<file path="src/rtl/uart_boot_loader.sv">
// UART boot loader: receives a length-prefixed little-endian image from a
// UART byte stream, writes it word by word into instruction memory and holds
// the CPU in reset until the image is complete. Any gap that is too long, or a
// word count larger than the memory, aborts the load until the next reset.
module uart_boot_loader #(
  parameter int ADDR_WIDTH     = 10,
  parameter int TIMEOUT_CYCLES = 400_000
) (
  input  logic                  clk,
  input  logic                  reset,
  input  logic [7:0]            rx_data,
  input  logic                  rx_valid,
  output logic                  imem_we,
  output logic [ADDR_WIDTH-1:0] imem_addr,
  output logic [31:0]           imem_wdata,
  output logic                  cpu_hold,
  output logic                  load_done,
  output logic                  load_err
);

  localparam int TW = $clog2(TIMEOUT_CYCLES + 1);
  localparam logic [TW-1:0] TIMER_LAST = TW'(TIMEOUT_CYCLES - 1);
  // Memory capacity in words; 17 bits so a full 16-bit count compares cleanly.
  localparam logic [16:0] CAPACITY = 17'(1 << ADDR_WIDTH);

  typedef enum logic [2:0] {
    ST_IDLE = 3'd0,
    ST_HDR  = 3'd1,
    ST_DATA = 3'd2,
    ST_DONE = 3'd3,
    ST_ERR  = 3'd4
  } state_t;

  state_t                state_r, state_s;
  logic [7:0]            n_lo_r, n_lo_s;
  logic [15:0]           n_s;
  logic [31:0]           asm_r, asm_s;
  logic [1:0]            idx_r, idx_s;
  logic [ADDR_WIDTH-1:0] waddr_r, waddr_s;
  logic [16:0]           rem_r, rem_s;
  logic [TW-1:0]         timer_r, timer_s;
  logic                  we_s;
  logic [ADDR_WIDTH-1:0] addr_s;
  logic [31:0]           wdata_s;

  // Next-state, datapath and write-strobe decode for the load sequence.
  always_comb begin
    state_s = state_r;
    n_lo_s  = n_lo_r;
    n_s     = {rx_data, n_lo_r};
    asm_s   = asm_r;
    idx_s   = idx_r;
    waddr_s = waddr_r;
    rem_s   = rem_r;
    timer_s = timer_r;
    we_s    = 1'b0;
    addr_s  = imem_addr;
    wdata_s = imem_wdata;
    case (state_r)
      ST_IDLE: begin
        timer_s = {TW{1'b0}};
        if (rx_valid) begin
          n_lo_s  = rx_data;
          state_s = ST_HDR;
        end else begin
          state_s = ST_IDLE;
        end
      end
      ST_HDR: begin
        if (rx_valid) begin
          timer_s = {TW{1'b0}};
          if (n_s == 16'd0) begin
            state_s = ST_DONE;
          end else if ({1'b0, n_s} > CAPACITY) begin
            state_s = ST_ERR;
          end else begin
            state_s = ST_DATA;
            idx_s   = 2'd0;
            waddr_s = {ADDR_WIDTH{1'b0}};
            rem_s   = {1'b0, n_s};
          end
        end else begin
          timer_s = timer_r + 1'b1;
          if (timer_r == TIMER_LAST) begin
            state_s = ST_ERR;
          end else begin
            state_s = ST_HDR;
          end
        end
      end
      ST_DATA: begin
        if (rem_r == 17'd0) begin
          // The final word was written last cycle; the image is complete.
          state_s = ST_DONE;
        end else if (rx_valid) begin
          timer_s = {TW{1'b0}};
          idx_s   = idx_r + 2'd1;
          case (idx_r)
            2'd0:    asm_s[7:0]   = rx_data;
            2'd1:    asm_s[15:8]  = rx_data;
            2'd2:    asm_s[23:16] = rx_data;
            2'd3:    asm_s[31:24] = rx_data;
            default: asm_s        = asm_r;
          endcase
          if (idx_r == 2'd3) begin
            // Only a fully assembled word ever reaches the memory.
            we_s    = 1'b1;
            addr_s  = waddr_r;
            wdata_s = {rx_data, asm_r[23:0]};
            waddr_s = waddr_r + 1'b1;
            rem_s   = rem_r - 17'd1;
          end else begin
            we_s = 1'b0;
          end
        end else begin
          timer_s = timer_r + 1'b1;
          if (timer_r == TIMER_LAST) begin
            state_s = ST_ERR;
          end else begin
            state_s = ST_DATA;
          end
        end
      end
      ST_DONE: state_s = ST_DONE;
      ST_ERR:  state_s = ST_ERR;
      default: state_s = ST_IDLE;
    endcase
  end

  // State register.
  always_ff @(posedge clk) begin
    if (reset) begin
      state_r <= ST_IDLE;
    end else begin
      state_r <= state_s;
    end
  end

  // Header, assembly, addressing and timeout registers.
  always_ff @(posedge clk) begin
    if (reset) begin
      n_lo_r  <= 8'd0;
      asm_r   <= 32'd0;
      idx_r   <= 2'd0;
      waddr_r <= {ADDR_WIDTH{1'b0}};
      rem_r   <= 17'd0;
      timer_r <= {TW{1'b0}};
    end else begin
      n_lo_r  <= n_lo_s;
      asm_r   <= asm_s;
      idx_r   <= idx_s;
      waddr_r <= waddr_s;
      rem_r   <= rem_s;
      timer_r <= timer_s;
    end
  end

  // Registered outputs; status flags follow the state being entered.
  always_ff @(posedge clk) begin
    if (reset) begin
      imem_we    <= 1'b0;
      imem_addr  <= {ADDR_WIDTH{1'b0}};
      imem_wdata <= 32'd0;
      cpu_hold   <= 1'b1;
      load_done  <= 1'b0;
      load_err   <= 1'b0;
    end else begin
      imem_we    <= we_s;
      imem_addr  <= addr_s;
      imem_wdata <= wdata_s;
      cpu_hold   <= (state_s != ST_DONE);
      load_done  <= (state_s == ST_DONE);
      load_err   <= (state_s == ST_ERR);
    end
  end

endmodule

</file>
<file path="config.mk">
export PLATFORM = sky130hd
export DESIGN_NAME = uart_boot_loader
export DESIGN_NICKNAME = d
export VERILOG_FILES = /design/src/rtl/uart_boot_loader.sv
export SDC_FILE = /design/constraint.sdc
export NUM_CORES = 1
export LEC_CHECK = 0
export ABC_AREA = 1
export CORE_MARGIN = 5
export CORE_UTILIZATION = 58
export CTS_CLUSTER_DIAMETER = 30
export DETAILED_ROUTE_END_ITERATION = 6
export PLACE_DENSITY = 0.8
export SYNTH_ARGS = -nofsm -noshare
export SYNTH_HDL_FRONTEND = slang
export SYNTH_SLANG_ARGS = --single-unit
</file>
<file path="constraint.sdc">
create_clock -name clk -period 2.2 [get_ports clk]
set_clock_uncertainty 0.2 [all_clocks]
set_input_delay 0.66 -clock clk [delete_from_list [all_inputs] [get_ports clk]]
set_output_delay 0.66 -clock clk [all_outputs]
set_load 0.005 [all_outputs]
</file>
## After elaboration in Yosys (flattened, before gate mapping)

Cells that the tools add are included.

- Flip-flop bits (word level): 129
- Input bits: 11
- Output and inout port bits: 46

- Add/sub/neg operators: 4
- Magnitude comparators: 1
- Eq/ne operators: 17
- Mux-type cells: 33
- Bitwise gates (word level): 3
- Reductions and logical operators: 15

Operators by type and width:

| cell | number |
|---|---|
| $mux W17 | 6 |
| $mux W10 | 6 |
| $pmux W19 S3 | 1 |
| $mux W19 | 2 |
| $pmux W17 S2 | 1 |
| $mux W3 | 7 |
| $pmux W10 S2 | 1 |
| $add A19 B1 Y19 const B | 1 |
| $eq A19 B19 Y1 const B | 1 |
| $logic_not A17 Y1 | 1 |
| $sub A17 B1 Y17 const B | 1 |
| $gt A16 B11 Y1 const B | 1 |
| $logic_not A16 Y1 | 1 |
| $reduce_and A4 Y1 | 4 |
| $pmux W3 S5 | 1 |
| $ne A2 B2 Y1 const B | 6 |
| $add A10 B1 Y10 const B | 1 |
| $mux W2 | 5 |
| $eq A3 B2 Y1 const B | 3 |
| $reduce_and A7 Y1 | 1 |
| $eq A3 B3 Y1 const B | 2 |
| $reduce_and A6 Y1 | 1 |
| $eq A2 B2 Y1 const B | 2 |
| $pmux W2 S2 | 1 |
| other kinds (12) | 16 |

## Logic depth before layout (Yosys ltp)

Gate-level depths: netlist of run 1.

- Word-level depth: 6
- Mapped depth: 14
- Depth with buffers taken out: 14

## Least setup slack after synthesis of run 1

Ideal clock, no wire load.

- Kind: in2reg
- Start point: input rx_valid
- End point: register imem_wdata[17]
- Data arrival time: 1.688 ns
- Setup slack: 0.242 ns
- Stages on the path: 7
- Cells stage by stage: buf_1 -> nand4_4 -> inv_2 -> buf_6 -> buf_4 -> o21ai_0 -> a21oi_1

- Cells in the longest elaborated chain, start to end: 1

RTL lines:

| element | RTL line | source |
|---|---|---|
| from (decl) | 12 | `input logic rx_valid,` |
| $reduce_and A4 Y1 (no line) | - |  |
| to (signal assigned) | 170 | `imem_wdata <= wdata_s;` |
| to (decl) | 15 | `output logic [31:0] imem_wdata,` |

No other way between the ends.
A chain may end at the register's enable or synchronous reset.

## Final worst setup path of run 1

- Start point: input rx_data[7]
- End point: register waddr_r[2]

- Cells in the longest elaborated chain, start to end: 3
- Elaborated cells on any way between the ends: 5
- Classes of those cells: order compare: 1; eq/ne: 2; reduce/logical: 2

RTL lines:

| element | RTL line | source |
|---|---|---|
| from (decl) | 11 | `input logic [7:0] rx_data,` |
| $gt A16 B11 Y1 / $logic_not A16 Y1 (equally long branches) | 74, 72 |  |
| $ne A2 B2 Y1 (no line) | - |  |
| $reduce_and A7 Y1 (no line) * | - |  |
| to (signal assigned) | 145 | `waddr_r <= {ADDR_WIDTH{1'b0}};` |
| to (signal assigned) | 152 | `waddr_r <= waddr_s;` |
| to (decl) | 39 | `logic [ADDR_WIDTH-1:0] waddr_r, waddr_s;` |

Mark *: on every way between the ends. The rest lies on a longest branch, timed or not.

==> results of run 1 <==
-- worst min-delay path, cell delays in order (launching register included) --
cell,delay (ps)
dfxtp_1,300
inv_1,60
a21oi_1,50
-- state kept, by name (all words and copies together), names as in the netlist, 2 cells and up --
name,flops
imem_wdata,32
idx_r,2
state_r,3
rem_r,17
timer_r,19
waddr_r,10
n_lo_r,8
imem_addr,10
asm_r,24
-- synthesized netlist by cell type (10+ instances only) --
master    count
clkbuf_1     17
o21ai_0      74
dfxtp_1     129
nor2_1       98
nand2_1     174
xor2_1       12
inv_1        76
nand3_1      46
nand4_1      10
a21oi_1     102
-- layout make-up --
type                    count  area (µm²)
fillers                   770        2591
multi-input cells         598        3089
repair buffers            115        1047
clock buffers              18       417.9
well taps                 136       170.2
inverters                  84       327.8
clock inverters            13       138.9
flip-flops and latches    129        2587
-- routing by layer --
metal  wire length [µm]  vias up  part of all wire, %
met5                  0        -                    0
met4                444        0                  2.7
met3               1005       47                  6.0
met2               8385      225                   50
met1               6779     2810                   41
li1                   -     2949                    -
-- timing repair --
item                       in CTS  in global routing
setup endpoints to repair      45                 66
cloned                          0                  1
pin swaps                       0                  7
gates resized for setup        47                 27
buffers inserted                0                  4
-- cells by family after synthesis --
kind of cell / after synthesis / share of synthesized area, %
AO/OA/AOI/OAI: 198 / 16.96
buffers and inverters: 120 / 8.835
flip-flops: 129 / 41.82
adder cells (fa/ha/maj): 8 / 1.621
AND/OR/NAND/NOR: 374 / 28.19
XOR/XNOR: 17 / 2.411
multiplexers: 1 / 0.1621
-- power groups by stage --
stage | registers, mW | logic [mW] | clock network [mW]
2_1_floorplan | 2.46 | 0.463 | 0
6_report | 2.42 | 0.709 | 2.67
4_1_cts | 2.42 | 0.675 | 2.68
5_1_grt | 2.42 | 0.790 | 2.80
3_5_place_dp | 2.47 | 0.668 | 0
3_3_place_gp | 2.47 | 0.651 | 0
-- worst paths after layout --
path,from,endpoint,slack (ps),cells past startpoint
setup / recovery,rx_data[7],waddr_r[2]$_SDFFE_PP0P_,80,11
hold / removal,asm_r[14]$_SDFFE_PP0P_,asm_r[14]$_SDFFE_PP0P_,250,2
setup reg to reg,rem_r[1]$_SDFFE_PP0P_,imem_wdata[16]$_SDFFE_PP0P_,140,12
hold reg to reg,asm_r[14]$_SDFFE_PP0P_,asm_r[14]$_SDFFE_PP0P_,250,2
-- metrics by stage --
step / utilization (%) / hold WS (ps) / power, mW / area [µm²]
after detailed placement: 68.91 / 244.8 / 3.135 / 7146
after CTS: 73.76 / 251.8 / 5.773 / 7649
after global routing: 75.01 / 276.7 / 6.016 / 7779
final: 75.01 / 252.2 / 5.795 / 7779
after floorplan: - / 229.7 / 2.921 / 6175
after global placement: 68.91 / 238.9 / 3.116 / 7146
==> impl_metrics.json, run 1 <==
{
  "sw_frac_of_total_pct": 26.50,
  "ys_top_cells_by_area": "dfxtp_1, nand2_1, a21oi_1",
  "globalplace.congestion": 0.9282,
  "status": "finished clean",
  "hold_viol_final": 0,
  "cts_tree": "yes",
  "async_reset_ff_share_pct": 0,
  "final.period_utilization_pct": 96.52,
  "grt_busiest_layer": "met2",
  "startpoint_type": "primary input",
  "finalNetCount": 964,
  "pwr-share-clk_pct": 46.1,
  "final_common_cell": "nand2_1",
  "num_vias": 6031,
  "antenna_found_initial": 0,
  "power.density_nw_per_um2": 745.0,
  "cp_max_fo": 7,
  "drc": 0,
  "clock.fmax_mhz": 470.9,
  "grt_pass1_vias": 5869,
  "switchingPower_mw": 1.536,
  "drtIter0Drc": 537,
  "clkTransAtPathRegs_ps": 60,
  "clock-root-buffer": "clkbuf_8",
  "maxSlewHeadroom_pct": 69.07,
  "synth_seq_area_share_pct": 41.82,
  "cpPeakStageDelay_ps": 440,
  "cts-htree-levels": 4,
  "mostFrequentLayoutCells": "nand2_1, dfxtp_1, a21oi_1",
  "grt_usage_pct": 26.39,
  "netlist_instances": 847,
  "synth_top_area_share_pct": 41.82,
  "grt-ovfl-total": 0,
  "diodes": 0,
  "clock_latency_ps": 540,
  "slew_violations": 0,
  "wl_per_cell_um": 15.20,
  "viasPerCell": 5.518,
  "ys_ff_latch": 129,
  "fp.dieW_um": 113.2,
  "comb_power_share_pct": 12.2,
  "postRouteWirelength_um": 16610,
  "syn_nets": 866,
  "fin_crit_ps": 2123,
  "synth.largest_area_cell": "dfxtp_1",
  "place_inst": 1057,
  "cp.arrival_ps": 2400,
  "cpLargestDelayFamily": "simple AND/OR/NAND/NOR gates",
  "setup_viol": 0,
  "met3_usage_pct": 6.257,
  "area_growth_syn_to_layout_pct": 25.98,
  "synth_enable_flop_cells": 0,
  "ir_worst_vdd_mv": 0.7585,
  "netlist_area_um2": 6175,
  "cp_cell_sequence": "clkdlybuf4s50_1 -> nor2_2 -> nand2_2 -> nor2_2 -> nand2_1 -> nand3_1 -> nand3_2 -> nor2_8 -> clkbuf_16 -> nand2_2 -> a21oi_2",
  "fin_ws_ps": 76.51,
  "io_buffers": 56,
  "synth-warning-count": 0,
  "dp_hpwl_um": 11360,
  "coreArea_um2": 10370,
  "grt_pass1_wl_um": 27430,
  "p_leak_nw": 3.296,
  "dr.pass1.iters": 5,
  "critPathBufInv": 2,
  "grtUsageMet2_pct": 46.21,
  "tns_ps": 0,
  "p_int_mw": 4.259,
  "synth_ff_type": "dfxtp_1",
  "drive_above_1_share_pct": 16.30,
  "ctsHoldBuffers": 0,
  "end_kind": "register",
  "ant_nets": 0,
  "worstSetupPathType": "primary input to register",
  "ys_types": 41,
  "stdcell_count": 1093,
  "hold_path.class": "register to register",
  "cts.sinks": 129,
  "cts_buffers": 17,
  "slowest_stage": "clkdlybuf4s50_1",
  "io_pins": 57,
  "num_rows": 37,
  "grt_max_degree": 42,
  "initial_core_util_pct": 59.54,
  "drv_cap": 0,
  "postSynthAreaPerCell_um2": 7.290,
  "critPathRequiredTime_ps": 2480,
  "rsz0062_at_grt": "yes",
  "dieArea_um2": 12810,
  "gr-usage-met1_pct": 31.07,
  "clockBufferDepth": 2,
  "pwr-share-seq_pct": 41.7,
  "tightest_slew_ps": 460.5,
  "place_ws_ps": -477.9,
  "fp.dieH_um": 113.2
}
(Power assumes the default switching activity.)
==> run 2: changes to the inputs <==
CAP_MARGIN = 5   (was not set)
CORE_UTILIZATION = 62   (was 58)
PLACE_DENSITY = 0.85   (was 0.8)
clock period = 2.7 ns   (was 2.2 ns; I/O delays follow)
==> run 2 against run 1 <==
Register-to-register slack better by 330 ps. Die area down 5.9%. Critical endpoint is now rem_r[3]$_SDFFE_PP0P_. Highest routed layer unchanged. First-iteration DRC count up 8.6%. Cell count down 2.5%. Sequential share of layout area up 0.97 points. Critical path depth down 1. Worst hold slack worse by 0.81 ps.
==> impl_metrics.json, run 2 (synthesized netlist as in run 1, its figures left out) <==
{
  "seqCellArea_um2": 2582,
  "top_regs": "imem_wdata x32, asm_r x24, timer_r x19",
  "drtIter0Drc": 583,
  "ir_worst_vdd_mv": 0.3856,
  "clockBufferDepth": 2,
  "cts.sinks": 129,
  "area_growth_syn_to_layout_pct": 22.17,
  "clock-root-buffer": "clkbuf_8",
  "p_leak_nw": 2.898,
  "cts_buffers": 17,
  "fin_ws_ps": 141.5,
  "ant_nets": 0,
  "fp.dieW_um": 109.8,
  "place_ws_ps": -187.1,
  "end_kind": "register",
  "grt_pass1_wl_um": 27880,
  "grt-ovfl-total": 0,
  "final.period_utilization_pct": 94.76,
  "dp_hpwl_um": 10980,
  "grt_usage_pct": 29.34,
  "sw_frac_of_total_pct": 27.64,
  "diodes": 0,
  "postRouteWirelength_um": 16700,
  "drive_above_1_share_pct": 12.75,
  "viasPerCell": 5.717,
  "initial_core_util_pct": 63.46,
  "fillers": 688,
  "multi_input_area_um2": 3047,
  "fin_crit_ps": 2559,
  "drv_cap": 0,
  "p_int_mw": 3.361,
  "grt_max_degree": 70,
  "tightest_slew_ps": 463.8,
  "ctsHoldBuffers": 0,
  "rsz0062_at_grt": "no",
  "r2r_slack_ps": 470,
  "coreArea_um2": 9729,
  "wl_per_cell_um": 15.66,
  "postCtsSetupBuffers": 0,
  "comb_power_share_pct": 11.5,
  "clkTransAtPathRegs_ps": 60,
  "cts-resized-gates": 0,
  "clock_latency_ps": 530,
  "grt_pass1_vias": 5992,
  "io_buffers": 56,
  "dr.pass1.iters": 6,
  "switchingPower_mw": 1.284,
  "hold_viol_final": 0,
  "hold_path.class": "register to register",
  "clock.fmax_mhz": 390.8,
  "critPathRequiredTime_ps": 2910,
  "io_pins": 57,
  "finalNetCount": 939,
  "cp.arrival_ps": 2770,
  "mostFrequentLayoutCells": "nand2_1, dfxtp_1, a21oi_1",
  "pwr-share-clk_pct": 46.0,
  "dieArea_um2": 12050,
  "setup_viol": 0,
  "fp.dieH_um": 109.8,
  "drc": 0,
  "antenna_found_initial": 0,
  "maxSlewHeadroom_pct": 68.84,
  "num_rows": 36,
  "power.density_nw_per_um2": 615.7,
  "finalPower_mw": 4.644,
  "num_vias": 6094,
  "largest_reg_flops": 32,
  "slew_violations": 0,
  "cp_max_fo": 17,
  "globalplace.congestion": 0.9041,
  "final_common_cell": "nand2_1",
  "cts_tree": "yes",
  "max_flop_register": "imem_wdata",
  "worstSetupPathType": "primary input to register",
  "cts-htree-levels": 4,
  "status": "finished clean",
  "pwr-share-seq_pct": 42.5,
  "startpoint_type": "primary input"
}
run 2: changes by cell type in the layout (fill, tap and decap cells not counted), moves of 5 or more:
cell and change:
clkdlybuf4s50_1 +49, dlygate4sd2_1 -45, buf_4 -20, nor2_1 +5, nor2_2 -5
run 2: routing by layer:
layer	track usage, %	share of wire (%)	up-vias	wire, µm
met5	0	0	-	0
met1	34.90	40	2866	6692
li1	-	-	2905	-
met4	13.27	4.0	0	662
met3	6.870	6.1	73	1024
met2	50.04	50	250	8318
run 2: area by class of cell:
class,instances,area share (%)
clock buffers,18,5.540
clock inverters,14,1.775
inverters,84,4.279
multi-input cells,598,40.39
flip-flops and latches,129,34.23
well taps,133,2.206
repair buffers,90,11.58
run 2: worst paths after layout:
kind,from,end,cells past startpoint
worst max-delay path,rx_data[2],rem_r[3]$_SDFFE_PP0P_,10
worst min-delay path,asm_r[16]$_SDFFE_PP0P_,asm_r[16]$_SDFFE_PP0P_,2
worst max register to register,rem_r[0]$_SDFFE_PP0P_,asm_r[10]$_SDFFE_PP0P_,12
worst min register to register,asm_r[16]$_SDFFE_PP0P_,asm_r[16]$_SDFFE_PP0P_,2
run 2: metrics by stage:
stage | hold WS [ps] | std cells | utilization (%) | cell area [µm²] | TNS, ps
floorplan | 229.7 | 847 | - | 6175 | 0
CTS | 254.9 | 1066 | 77.53 | 7543 | 0
global route | 269.2 | 1066 | 77.53 | 7543 | 0
detailed placement | 244.9 | 1034 | 71.86 | 6992 | -4385
finish | 251.4 | 1066 | 77.53 | 7543 | 0
global placement | 236.8 | 1034 | 71.86 | 6992 | -165.5
run 2: worst max-delay path: stages:
cell	delay (ps)
clkdlybuf4s50_1	490
inv_1	210
nand2_1	130
nor3_1	360
nand3_1	200
nand2_4	130
nor2_8	50
buf_12	140
o21ai_1	170
nor2_1	70
run 2: power groups by stage:
stage                     Clock, mW  Combinational, mW  Sequential (mW)
final                          2.14              0.534             1.97
after global routing           2.26              0.590             1.98
after detailed placement          0              0.517             2.01
after CTS                      2.15              0.528             1.97
after global placement            0              0.500             2.01
after floorplan                   0              0.377             2.00
==> run 3: changes to the inputs <==
PLACE_DENSITY = 0.95   (was 0.85)
==> run 3 against run 2 <==
Critical path depth fell by 9. Largest cell class unchanged. Sequential share of layout area rose by 0.21 points. Total power rose by 2.4%. Combinational power barely moved. Worst hold slack improved by 3.8 ps.
==> impl_metrics.json, run 3 (synthesized netlist as in run 1, its figures left out) <==
{
  "grt-ovfl-total": 0,
  "slowest_stage": "clkdlybuf4s50_1",
  "end_kind": "output pin",
  "drv_cap": 0,
  "cp.depth": 1,
  "power.density_nw_per_um2": 634.4,
  "initial_core_util_pct": 63.46,
  "hold_slack_ps": 255.2,
  "cts_buffers": 17,
  "top_regs": "imem_wdata x32, asm_r x24, timer_r x19",
  "pwr-share-seq_pct": 41.5,
  "pwr-share-clk_pct": 47.2,
  "comb_power_share_pct": 11.3,
  "cts-resized-gates": 0,
  "status": "finished clean",
  "tightest_slew_ps": 454.3,
  "final.period_utilization_pct": 92.16,
  "io_pins": 57,
  "dr.pass1.iters": 7,
  "largest_reg_flops": 32,
  "m1WireLength_um": 6529,
  "postCtsSetupBuffers": 0,
  "fin_crit_ps": 2488,
  "critPathRequiredTime_ps": 1690,
  "drive_above_1_share_pct": 11.70,
  "fp.dieH_um": 109.8,
  "dp_hpwl_um": 10450,
  "min_path_cells": 2,
  "final_common_cell": "nand2_1",
  "hold_path.class": "register to register",
  "num_rows": 36,
  "slew_violations": 0,
  "hold_viol_final": 0,
  "place_ws_ps": -107.0,
  "wl_per_cell_um": 16.54,
  "clkTransAtPathRegs_ps": 60,
  "wl_met3_um": 1673,
  "mostFrequentLayoutCells": "nand2_1, dfxtp_1, a21oi_1",
  "ir_worst_vdd_mv": 0.4842,
  "drtIter0Drc": 908,
  "coreArea_um2": 9729,
  "finalPower_mw": 4.756,
  "cpLargestDelayFamily": "buffers and inverters",
  "fin_ws_ps": 211.6,
  "ant_nets": 0,
  "route.met2.wl_um": 8577,
  "place_inst": 1026,
  "cts.sinks": 129,
  "fillers": 594,
  "area_growth_syn_to_layout_pct": 21.42,
  "grt_usage_pct": 30.34,
  "clockBufferDepth": 2,
  "maxSlewHeadroom_pct": 69.48,
  "ctsHoldBuffers": 0,
  "globalplace.congestion": 0.9004,
  "postRouteWirelength_um": 17480,
  "rsz0062_at_grt": "no",
  "switchingPower_mw": 1.245,
  "routed.top_layer": "met4",
  "grt_pass1_vias": 5950,
  "stdcell_count": 1057,
  "cpPeakStageDelay_ps": 580,
  "clock-root-buffer": "clkbuf_8",
  "critPathBufInv": 1,
  "startpoint_type": "register",
  "finalNetCount": 931,
  "fp.dieW_um": 109.8,
  "io_buffers": 56,
  "num_vias": 6099,
  "cp.arrival_ps": 1480,
  "grt_max_degree": 67,
  "setup_viol": 0,
  "cts_tree": "yes",
  "p_leak_nw": 2.866,
  "clock.fmax_mhz": 401.9,
  "max_flop_register": "imem_wdata",
  "dieArea_um2": 12050,
  "sw_frac_of_total_pct": 26.17,
  "worstSetupPathType": "register to output pin",
  "antenna_found_initial": 0,
  "p_int_mw": 3.511,
  "clock_latency_ps": 540,
  "drc": 0,
  "grt_pass1_wl_um": 28550,
  "cp_cell_sequence": "clkdlybuf4s50_1",
  "cts-htree-levels": 4,
  "viasPerCell": 5.770,
  "cp_max_fo": 2,
  "ff2ff_path_depth": 12
}
run 3: cell types whose count changed in the layout (fill, tap and decap cells not counted), sizes merged:
cell | previous run | this run
buf | 35 | 27
bufinv | 1 | 3
clkbuf | 18 | 19
clkinvlp | 4 | 3
diode | 0 | 1
inv | 87 | 83
run 3: layer usage:
layer | vias to the layer above | track usage (%)
li1 | 2881 | -
met5 | - | 0
met3 | 87 | 7.399
met1 | 2771 | 35.32
met2 | 360 | 51.21
met4 | 0 | 16.21
run 3: layout make-up:
class | instances | area, µm² | share of cell area (%)
flip-flops and latches | 129 | 2582 | 34.45
diodes | 1 | 2.502 | 0.03338
clock buffers | 19 | 421.7 | 5.624
repair buffers | 82 | 813.3 | 10.85
well taps | 133 | 166.4 | 2.220
multi-input cells | 598 | 3047 | 40.64
inverters | 84 | 322.8 | 4.306
clock inverters | 11 | 141.4 | 1.886
run 3: worst register-to-register path, delay by kind of cell, from the launching register on:
| kind | cells | cell delay (ps) |
|---|---|---|
| adders and majority gates | 1 | 210 |
| DFF | 1 | 370 |
| buffers and inverters | 4 | 540 |
| AOI/OAI and AO/OA | 2 | 410 |
| and+or+nand+nor | 5 | 450 |
run 3: power by group through the flow:
stage               combinational (mW)  clock [mW]  sequential (mW)
floorplan                        0.377           0             2.00
global placement                 0.492           0             2.01
detailed placement               0.508           0             2.01
CTS                              0.523        2.23             1.97
global route                     0.588        2.33             1.98
finish                           0.537        2.24             1.97
run 3: through the flow:
step	util (%)	TNS [ps]	instance area [µm²]
2_1_floorplan	-	0	6175
3_3_place_gp	71.24	-64.51	6932
3_5_place_dp	71.24	-1602	6932
4_1_cts	77.03	0	7495
5_1_grt	77.03	0	7495
6_report	77.06	0	7497
run 3: path summary, 6_finish.rpt:
path	start	endpoint	slack, ps
max	imem_wdata[22]$_SDFFE_PP0P_	imem_wdata[22]	210
min	asm_r[1]$_SDFFE_PP0P_	imem_wdata[1]$_SDFFE_PP0P_	260
max reg2reg	rem_r[0]$_SDFFE_PP0P_	imem_wdata[17]$_SDFFE_PP0P_	420
min reg2reg	asm_r[1]$_SDFFE_PP0P_	imem_wdata[1]$_SDFFE_PP0P_	260
